**src/rtl/multi_clock_divider_if.sv**
```systemverilog
// Control and status bundle for multi_clock_divider: run enables, sync, divisor
// write port and the per-channel divided outputs.
interface multi_clock_divider_if #(
  parameter int unsigned CHANNELS = 4,
  parameter int unsigned WIDTH    = 16,
  parameter int unsigned CH_W     = 2
);
  logic [CHANNELS-1:0] enable;
  logic                syncIn;
  logic                loadEn;
  logic [CH_W-1:0]     loadChannel;
  logic [WIDTH-1:0]    loadDivisor;
  logic [CHANNELS-1:0] clockOut;
  logic [CHANNELS-1:0] tick;
  logic [CHANNELS-1:0] pending;
  logic                loadErr;

  // Controller side: drives enables, sync and divisor writes, observes outputs.
  modport master (
    output enable, syncIn, loadEn, loadChannel, loadDivisor,
    input  clockOut, tick, pending, loadErr
  );

  // Divider side.
  modport slave (
    input  enable, syncIn, loadEn, loadChannel, loadDivisor,
    output clockOut, tick, pending, loadErr
  );
endinterface

```
**src/rtl/multi_clock_divider.sv**
```systemverilog
// Multi-channel programmable clock divider. Each channel counts 0..D-1 and emits a
// ~50% square wave plus a one-cycle period-start tick. New divisors are held in a
// shadow register and only take effect at a period boundary (or at sync), so a
// running period is never truncated.
module multi_clock_divider #(
  parameter int unsigned CHANNELS    = 4,
  parameter int unsigned WIDTH       = 16,
  parameter int unsigned CH_W        = 2,
  parameter int unsigned DEFAULT_DIV = 4
) (
  input logic                 clockIn,
  input logic                 resetN,
  multi_clock_divider_if.slave bus
);

  logic [WIDTH-1:0]    d_q [CHANNELS];
  logic [WIDTH-1:0]    d_d [CHANNELS];
  logic [WIDTH-1:0]    s_q [CHANNELS];
  logic [WIDTH-1:0]    s_d [CHANNELS];
  logic [WIDTH-1:0]    c_q [CHANNELS];
  logic [WIDTH-1:0]    c_d [CHANNELS];
  logic [CHANNELS-1:0] p_q, p_d;
  logic [CHANNELS-1:0] tick_q, tick_d;
  logic [CHANNELS-1:0] clock_out_q, clock_out_d;
  logic [CHANNELS-1:0] load_hit;
  logic [CHANNELS-1:0] at_end;
  logic                load_legal;
  logic                err_q, err_d;

  // Load validation and per-channel next-state: sync beats counting, loads always land.
  always_comb begin
    load_legal = bus.loadEn && (bus.loadDivisor >= WIDTH'(2)) &&
                 (int'(bus.loadChannel) < int'(CHANNELS));
    err_d      = err_q | (bus.loadEn & ~load_legal);
    load_hit   = '0;
    at_end     = '0;
    p_d        = p_q;
    tick_d     = '0;
    clock_out_d = '0;
    for (int i = 0; i < CHANNELS; i++) begin
      d_d[i]      = d_q[i];
      s_d[i]      = s_q[i];
      c_d[i]      = c_q[i];
      load_hit[i] = load_legal && (int'(bus.loadChannel) == i);
      at_end[i]   = (c_q[i] == d_q[i] - WIDTH'(1));
      if (bus.syncIn) begin
        c_d[i] = '0;
        // A write coinciding with sync bypasses the shadow entirely.
        if (load_hit[i]) begin
          d_d[i] = bus.loadDivisor;
          s_d[i] = bus.loadDivisor;
          p_d[i] = 1'b0;
        end else if (p_q[i]) begin
          d_d[i] = s_q[i];
          p_d[i] = 1'b0;
        end
      end else begin
        if (bus.enable[i]) begin
          if (at_end[i]) begin
            c_d[i]    = '0;
            tick_d[i] = 1'b1;
            // Boundary consumes the shadow as it stood before this edge.
            if (p_q[i]) begin
              d_d[i] = s_q[i];
              p_d[i] = 1'b0;
            end
          end else begin
            c_d[i] = c_q[i] + WIDTH'(1);
          end
        end
        // A write on the boundary edge re-arms pending for the following boundary.
        if (load_hit[i]) begin
          s_d[i] = bus.loadDivisor;
          p_d[i] = 1'b1;
        end
      end
      // Registered from next-state values so the output flop tracks C >= D/2 exactly.
      clock_out_d[i] = (c_d[i] >= (d_d[i] >> 1));
    end
  end

  // State registers with synchronous active-low reset.
  always_ff @(posedge clockIn) begin
    if (!resetN) begin
      for (int i = 0; i < CHANNELS; i++) begin
        d_q[i] <= WIDTH'(DEFAULT_DIV);
        s_q[i] <= WIDTH'(DEFAULT_DIV);
        c_q[i] <= '0;
      end
      p_q         <= '0;
      tick_q      <= '0;
      clock_out_q <= '0;
      err_q       <= 1'b0;
    end else begin
      for (int i = 0; i < CHANNELS; i++) begin
        d_q[i] <= d_d[i];
        s_q[i] <= s_d[i];
        c_q[i] <= c_d[i];
      end
      p_q         <= p_d;
      tick_q      <= tick_d;
      clock_out_q <= clock_out_d;
      err_q       <= err_d;
    end
  end

  assign bus.clockOut = clock_out_q;
  assign bus.tick     = tick_q;
  assign bus.pending  = p_q;
  assign bus.loadErr  = err_q;

endmodule
```
**src/flat_wrapper.sv**
```systemverilog
// flat-port wrapper written by rule: the top's interface ports become plain ports
module multi_clock_divider_flat 
#(
  parameter int unsigned CHANNELS    = 4,
  parameter int unsigned WIDTH       = 16,
  parameter int unsigned CH_W        = 2,
  parameter int unsigned DEFAULT_DIV = 4
)
  (clockIn, resetN, bus_enable, bus_syncIn, bus_loadEn, bus_loadChannel, bus_loadDivisor, bus_clockOut, bus_tick, bus_pending, bus_loadErr);
  multi_clock_divider_if #(.CHANNELS(CHANNELS), .WIDTH(WIDTH), .CH_W(CH_W)) bus_i ();
  input logic clockIn;
  input logic resetN;
  input wire logic [$bits(bus_i.enable)-1:0] bus_enable;
  input wire logic [$bits(bus_i.syncIn)-1:0] bus_syncIn;
  input wire logic [$bits(bus_i.loadEn)-1:0] bus_loadEn;
  input wire logic [$bits(bus_i.loadChannel)-1:0] bus_loadChannel;
  input wire logic [$bits(bus_i.loadDivisor)-1:0] bus_loadDivisor;
  output wire logic [$bits(bus_i.clockOut)-1:0] bus_clockOut;
  output wire logic [$bits(bus_i.tick)-1:0] bus_tick;
  output wire logic [$bits(bus_i.pending)-1:0] bus_pending;
  output wire logic [$bits(bus_i.loadErr)-1:0] bus_loadErr;
  assign bus_i.enable = bus_enable;
  assign bus_i.syncIn = bus_syncIn;
  assign bus_i.loadEn = bus_loadEn;
  assign bus_i.loadChannel = bus_loadChannel;
  assign bus_i.loadDivisor = bus_loadDivisor;
  assign bus_clockOut = bus_i.clockOut;
  assign bus_tick = bus_i.tick;
  assign bus_pending = bus_i.pending;
  assign bus_loadErr = bus_i.loadErr;
  multi_clock_divider #(.CHANNELS(CHANNELS), .WIDTH(WIDTH), .CH_W(CH_W), .DEFAULT_DIV(DEFAULT_DIV)) u_core (.clockIn(clockIn), .resetN(resetN), .bus(bus_i));
endmodule
```
**config.mk**
```make
export PLATFORM = sky130hd
export DESIGN_NAME = multi_clock_divider_flat
export DESIGN_NICKNAME = d
export VERILOG_FILES = /design/src/rtl/multi_clock_divider_if.sv /design/src/rtl/multi_clock_divider.sv /design/src/flat_wrapper.sv
export SDC_FILE = /design/constraint.sdc
export NUM_CORES = 1
export LEC_CHECK = 0
export ABC_AREA = 1
export CAP_MARGIN = 20
export CORE_MARGIN = 2
export CORE_UTILIZATION = 40
export DETAILED_ROUTE_END_ITERATION = 8
export SYNTH_ARGS = -nofsm -noshare
export SYNTH_HDL_FRONTEND = slang
export SYNTH_SLANG_ARGS = --single-unit
export TNS_END_PERCENT = 20
```
**constraint.sdc**
```tcl
create_clock -name clockIn -period 3.05 [get_ports clockIn]
set_input_delay 0.61 -clock clockIn [delete_from_list [all_inputs] [get_ports clockIn]]
set_output_delay 0.61 -clock clockIn [all_outputs]
set_load 0.01 [all_outputs]
```
Yosys cells after proc, flatten, opt, wreduce, memory -nomap -nowiden
Memories as Yosys holds them, arrays and structs flattened.
Cells that the tools add are included.
{"block": "totals", "memories": 3, "word_cells": 142, "in_bits": 26, "ramBits": 192, "ff_bits": 13}
{"block": "op_classes", "magnitude_cmp": 5, "n_mux": 66, "n_addsub": 8, "bitwise": 20, "reduce_logical": 23, "eq_ne": 7}
{"memory": "u_core.c_q", "depth": 4, "width": 16, "read_ports": 4, "rd_ports_with_merged_regs": 0, "wr": 4, "line_no": "multi_clock_divider.sv:20", "rtl": "logic [WIDTH-1:0] c_q [CHANNELS];"}
{"memory": "u_core.d_q", "depth": 4, "width": 16, "read_ports": 4, "rd_ports_with_merged_regs": 0, "wr": 4, "line_no": "multi_clock_divider.sv:16", "rtl": "logic [WIDTH-1:0] d_q [CHANNELS];"}
{"memory": "u_core.s_q", "depth": 4, "width": 16, "read_ports": 4, "rd_ports_with_merged_regs": 0, "wr": 4, "line_no": "multi_clock_divider.sv:18", "rtl": "logic [WIDTH-1:0] s_q [CHANNELS];"}
{"operator": "two-way mux 16 bit", "n": 48}
{"operator": "adder 16 x 1 -> 16 bit (second input constant)", "n": 4}
{"operator": "== test 16 bit", "n": 4}
{"operator": "greater-or-equal comparator 16 x 15 -> 1 bit", "n": 4}
{"operator": "subtractor 16 x 1 -> 16 bit (second input constant)", "n": 4}
{"operator": "two-way mux 1 bit", "n": 18}
{"operator": "greater-or-equal comparator 16 x 2 -> 1 bit (second input constant)", "n": 1}
{"operator": "nonzero test 2 bit", "n": 8}
{"operator": "bitwise OR 1 bit", "n": 13}
{"operator": "OR reduction 3 bit", "n": 4}
{"operator": "AND reduction 2 bit", "n": 4}
{"operator": "NOT 1 bit", "n": 6}
{"operator": "logical AND 1 bit", "n": 5}
{"operator": "== test 2 bit (second input constant)", "n": 2}
{"operator": "== test 2 x 1 -> 1 bit (second input constant)", "n": 1}
{"operator": "logical NOT 2 bit", "n": 1}
{"operator": "OR reduction 2 bit", "n": 1}
{"operator": "bitwise AND 1 bit", "n": 1}

Depth between registers and ports, before layout
{"block": "depth", "depth_word": 6, "ltp_mapped": 37, "ltp_nobuf": 36}

Worst setup path before layout
Ideal clock, no wire load.
{"block": "synth_path", "path_kind": "input to register", "start": "input port bus_loadDivisor[15]", "end": "register u_core.clock_out_q[0], in the netlist u_core.bus.clockOut[0]", "slack_ns": 0.003, "path_stages": 32, "path_buffers": 2, "t_arrival_ns": 2.915, "setup_time_ns": 0.132, "cell_sequence": "inv_1 -> nand4_1 -> nor2_1 -> nand3_1 -> nand2_1 -> nor3_4 -> clkinv_1 -> buf_2 -> buf_2 -> nand2_1 -> nand3_1 -> nand2_1 -> inv_1 -> ha_1 -> inv_1 -> nand2_1 -> nand2_1 -> nand2_1 -> nand2_1 -> nand2_1 -> nand2_1 -> nand2_1 -> nand2_1 -> nand2_1 -> nand2_1 -> nand2_1 -> nand2_1 -> nand2_1 -> nand2_1 -> nand2_1 -> nand2_1 -> a21oi_1"}
{"element": "start: declaration", "line_no": "flat_wrapper.sv:17", "rtl": "input wire logic [$bits(bus_i.loadDivisor)-1:0] bus_loadDivisor;"}
{"element": "end signal: assignment", "line_no": "multi_clock_divider.sv:102", "rtl": "clock_out_q <= clock_out_d;"}
{"element": "end: declaration", "line_no": "multi_clock_divider.sv:24", "rtl": "logic [CHANNELS-1:0] clock_out_q, clock_out_d;"}

==> run metrics <==
clock root buffer=clkbuf_16; clock sink count=205; failing checks=negative setup slack; layout cells sized above 1=0.203; routed vias/inst=roughly 5.0; global-route wire length before repair=~73 mm; final hold violation count=0; Max-Cap Viols=0; PnR worst setup slack=-0.251 ns; router iterations before antenna repair=5; maximum clock frequency=~0.30 GHz; WS Path Type=flop to flop; Post-DP Area=roughly 17,000 µm²; CTS tree=built; Die ar.=between 30,000 and 40,000 µm²; synthesized net count=~2,400; Max-slew headroom=0.639; worst hold path class=flop to flop; antenna cells=0; Clock transition at path regs=about 0.06 ns; yosys warns=0; Final ANT Viol Nets=0; crit share post-route=1.08; startpoint class of the critical path=flop; mean routed wirelength per cell=~15 µm; final setup vio count=5; pre-CTS setup slack=-0.877 ns; Syn Area/Cell=6.20 µm²; WL final=~45 mm; Clock Path Buffers=3; gr usage total=0.245; Final nets=~2,700; initial antenna violation count=0; CTS buffer count=27; register area share after synthesis=0.289; critical path arrival=3.79 ns; Worst path most repeated cell=buf_4; Layout Skew=0.0136 ns; Syn Inst Count=between 2,000 and 2,500; Starting DRT DRC Count=about 1,100; crit end category=flop; # port buffers=38; clock latency on the worst-skew pair=around 0.55 ns; FF+latch count, synth=205; Mapped Area=between 10,000 and 15,000 µm²; CP required=around 3.5 ns; vias=between 15,000 and 20,000; Core Box Area=35,300 µm²; largest net degree at the start of global routing=approximately 80; Max IR drop VDD=about 0.00038 V; Starting Density=0.403; Die X=slightly below 200 µm; Pins Over Slew Limit=0; DPL Wire Length=about 34 mm; critical-path maximum fanout=6; Tmin final=3.30 ns; DR DRC count=0; Die H=roughly 190 µm; Layout area overhead=30.9%; GRT Residual Overflow=0; number of global-route vias before repair=14,850; unrepaired setup endpoints after global routing=yes; Placer Congestion=roughly 0.9; Max stage delay on crit path=about 0.33 ns; number of H-tree levels=1; post-route cell area=18,600 µm²; Crit-path slowest cell=dfxtp_2; Least-Margin Pin Slew=0.539 ns; outcome=finished with violations; Pleak=between 8 and 9 nW; # rows=69; P per Cell Area=about 410 nW/µm²; # IOs=39; synth unique cells=between 40 and 50
==> critical path, delay by kind of cell, from the launching register on <==
kind / cells / cell delay [ns]
fa+ha+maj: 1 / 0.15
simple gates: 13 / 1.27
buf+inv: 13 / 1.48
flops: 1 / 0.33
==> routing by layer <==
layer | up-vias | global-route usage | part of all wire
li1 | 7940 | - | -
met1 | 6961 | 0.311 | 0.45
met2 | 352 | 0.411 | 0.46
met3 | 99 | 0.0406 | 0.053
met4 | 0 | 0.100 | 0.040
met5 | - | 0 | 0
==> final timing paths <==
path	from	end	slack, ns	cells past startpoint
worst max-delay path	u_core.d_q[0][1]	u_core.d_q[0][1]	-0.25	27
worst min-delay path	u_core.bus.loadErr	u_core.bus.loadErr	0.45	2
worst max register to register	u_core.d_q[0][1]	u_core.d_q[0][1]	-0.25	27
worst min register to register	u_core.bus.loadErr	u_core.bus.loadErr	0.45	2
==> kinds of logic after synthesis <==
| group | synth area share |
|---|---|
| adders and majority gates | 0.0598 |
| DFF | 0.289 |
| muxes | 0.00141 |
| and+or+nand+nor | 0.386 |
| xor gates and xnor gates | 0.0443 |
| AOI/OAI and AO/OA | 0.110 |
| buffers and inverters | 0.109 |
==> timing repair <==
item,4_1_cts,5_1_grt
endpoints found under the setup margin,4,5
gates resized for setup,44,58
setup buffers,15,9
cloned,1,0
hold buffers,0,0
pin swaps,15,40
==> stage by stage <==
step / power (mW) / TNS (ns) / hold slack, ns / utilization / cells
final: 7.70 / -0.963 / 0.454 / 0.527 / 3077
after global routing: 8.07 / -2.55 / 0.473 / 0.527 / 3077
after CTS: 7.73 / -1.10 / 0.459 / 0.520 / 3069
after detailed placement: 4.25 / -3.04 / 0.449 / 0.486 / 3004
after global placement: 4.22 / -2.88 / 0.440 / 0.486 / 3004
after floorplan: 3.69 / 0 / 0.434 / - / 2292
==> report_power, final <==
group          internal [mW]  leakage (nW)  switching, mW
Clock                   2.15         0.471           1.28
Sequential              2.76          1.67         0.0775
Combinational          0.603          6.57          0.833
Total                   5.51          8.71           2.19
==> placed cells by master (no fill, tap or decap), types with 5 or more instances in the layout <==
cell type,instances
nand2_1,677
buf_4,313
inv_1,257
nor2_1,222
dfxtp_1,200
nand3_1,142
a21oi_1,117
o21ai_0,91
nor3_1,75
ha_1,62
xor2_1,51
o211ai_1,39
nor2_2,34
inv_2,31
clkdlybuf4s50_1,29
clkbuf_16,27
nor4_1,22
xnor2_1,21
nand2_2,17
nand4_1,16
o21ai_1,16
nand3b_1,14
nor2_4,13
or2_2,13
buf_12,11
nand3_2,9
clkbuf_8,8
ha_4,6
nand3_4,5
clkinv_2,5
nor3_2,5
dfxtp_2,5
==> flip-flops by register name, summed over array words and instances, names as in the netlist <==
name	cells
u_core.c_q	64
u_core.d_q	64
u_core.s_q	64
u_core.bus.clockOut	4
u_core.bus.pending	4
u_core.bus.tick	4
u_core.bus.loadErr	1
==> cell usage after synthesis (all sizes together) <==
cell type | n | share of area
a211oi | 4 | 0.0021
a21o | 1 | 0.00053
a21oi | 121 | 0.043
a31o | 2 | 0.0012
a41oi | 1 | 0.00062
and2 | 2 | 0.00088
and3 | 4 | 0.0018
buf | 41 | 0.018
clkbuf | 53 | 0.014
clkinv | 3 | 0.00088
dfxtp | 205 | 0.29
ha | 68 | 0.060
inv | 290 | 0.077
mux2i | 2 | 0.0014
nand2 | 695 | 0.18
nand2b | 1 | 0.00044
nand3 | 156 | 0.058
nand3b | 14 | 0.0074
nand4 | 16 | 0.0070
nor2 | 268 | 0.080
nor3 | 81 | 0.029
nor4 | 23 | 0.011
o211ai | 41 | 0.022
o21ai | 107 | 0.038
o21bai | 3 | 0.0016
o22ai | 3 | 0.0013
or2 | 14 | 0.0062
or3 | 1 | 0.00044
xnor2 | 21 | 0.013
xor2 | 51 | 0.031
==> cell type report <==
cell class                      count  area (µm²)
Sequential cell                   205        4110
Tap cell                          461         577
Clock inverter                     10         156
Timing Repair Buffer              368        3020
Clock buffer                       39         801
Fill cell                        3409       16700
Inverter                          293        1110
Multi-Input combinational cell   1701        8840
No activity file was read; power rests on OpenSTA's default activity.
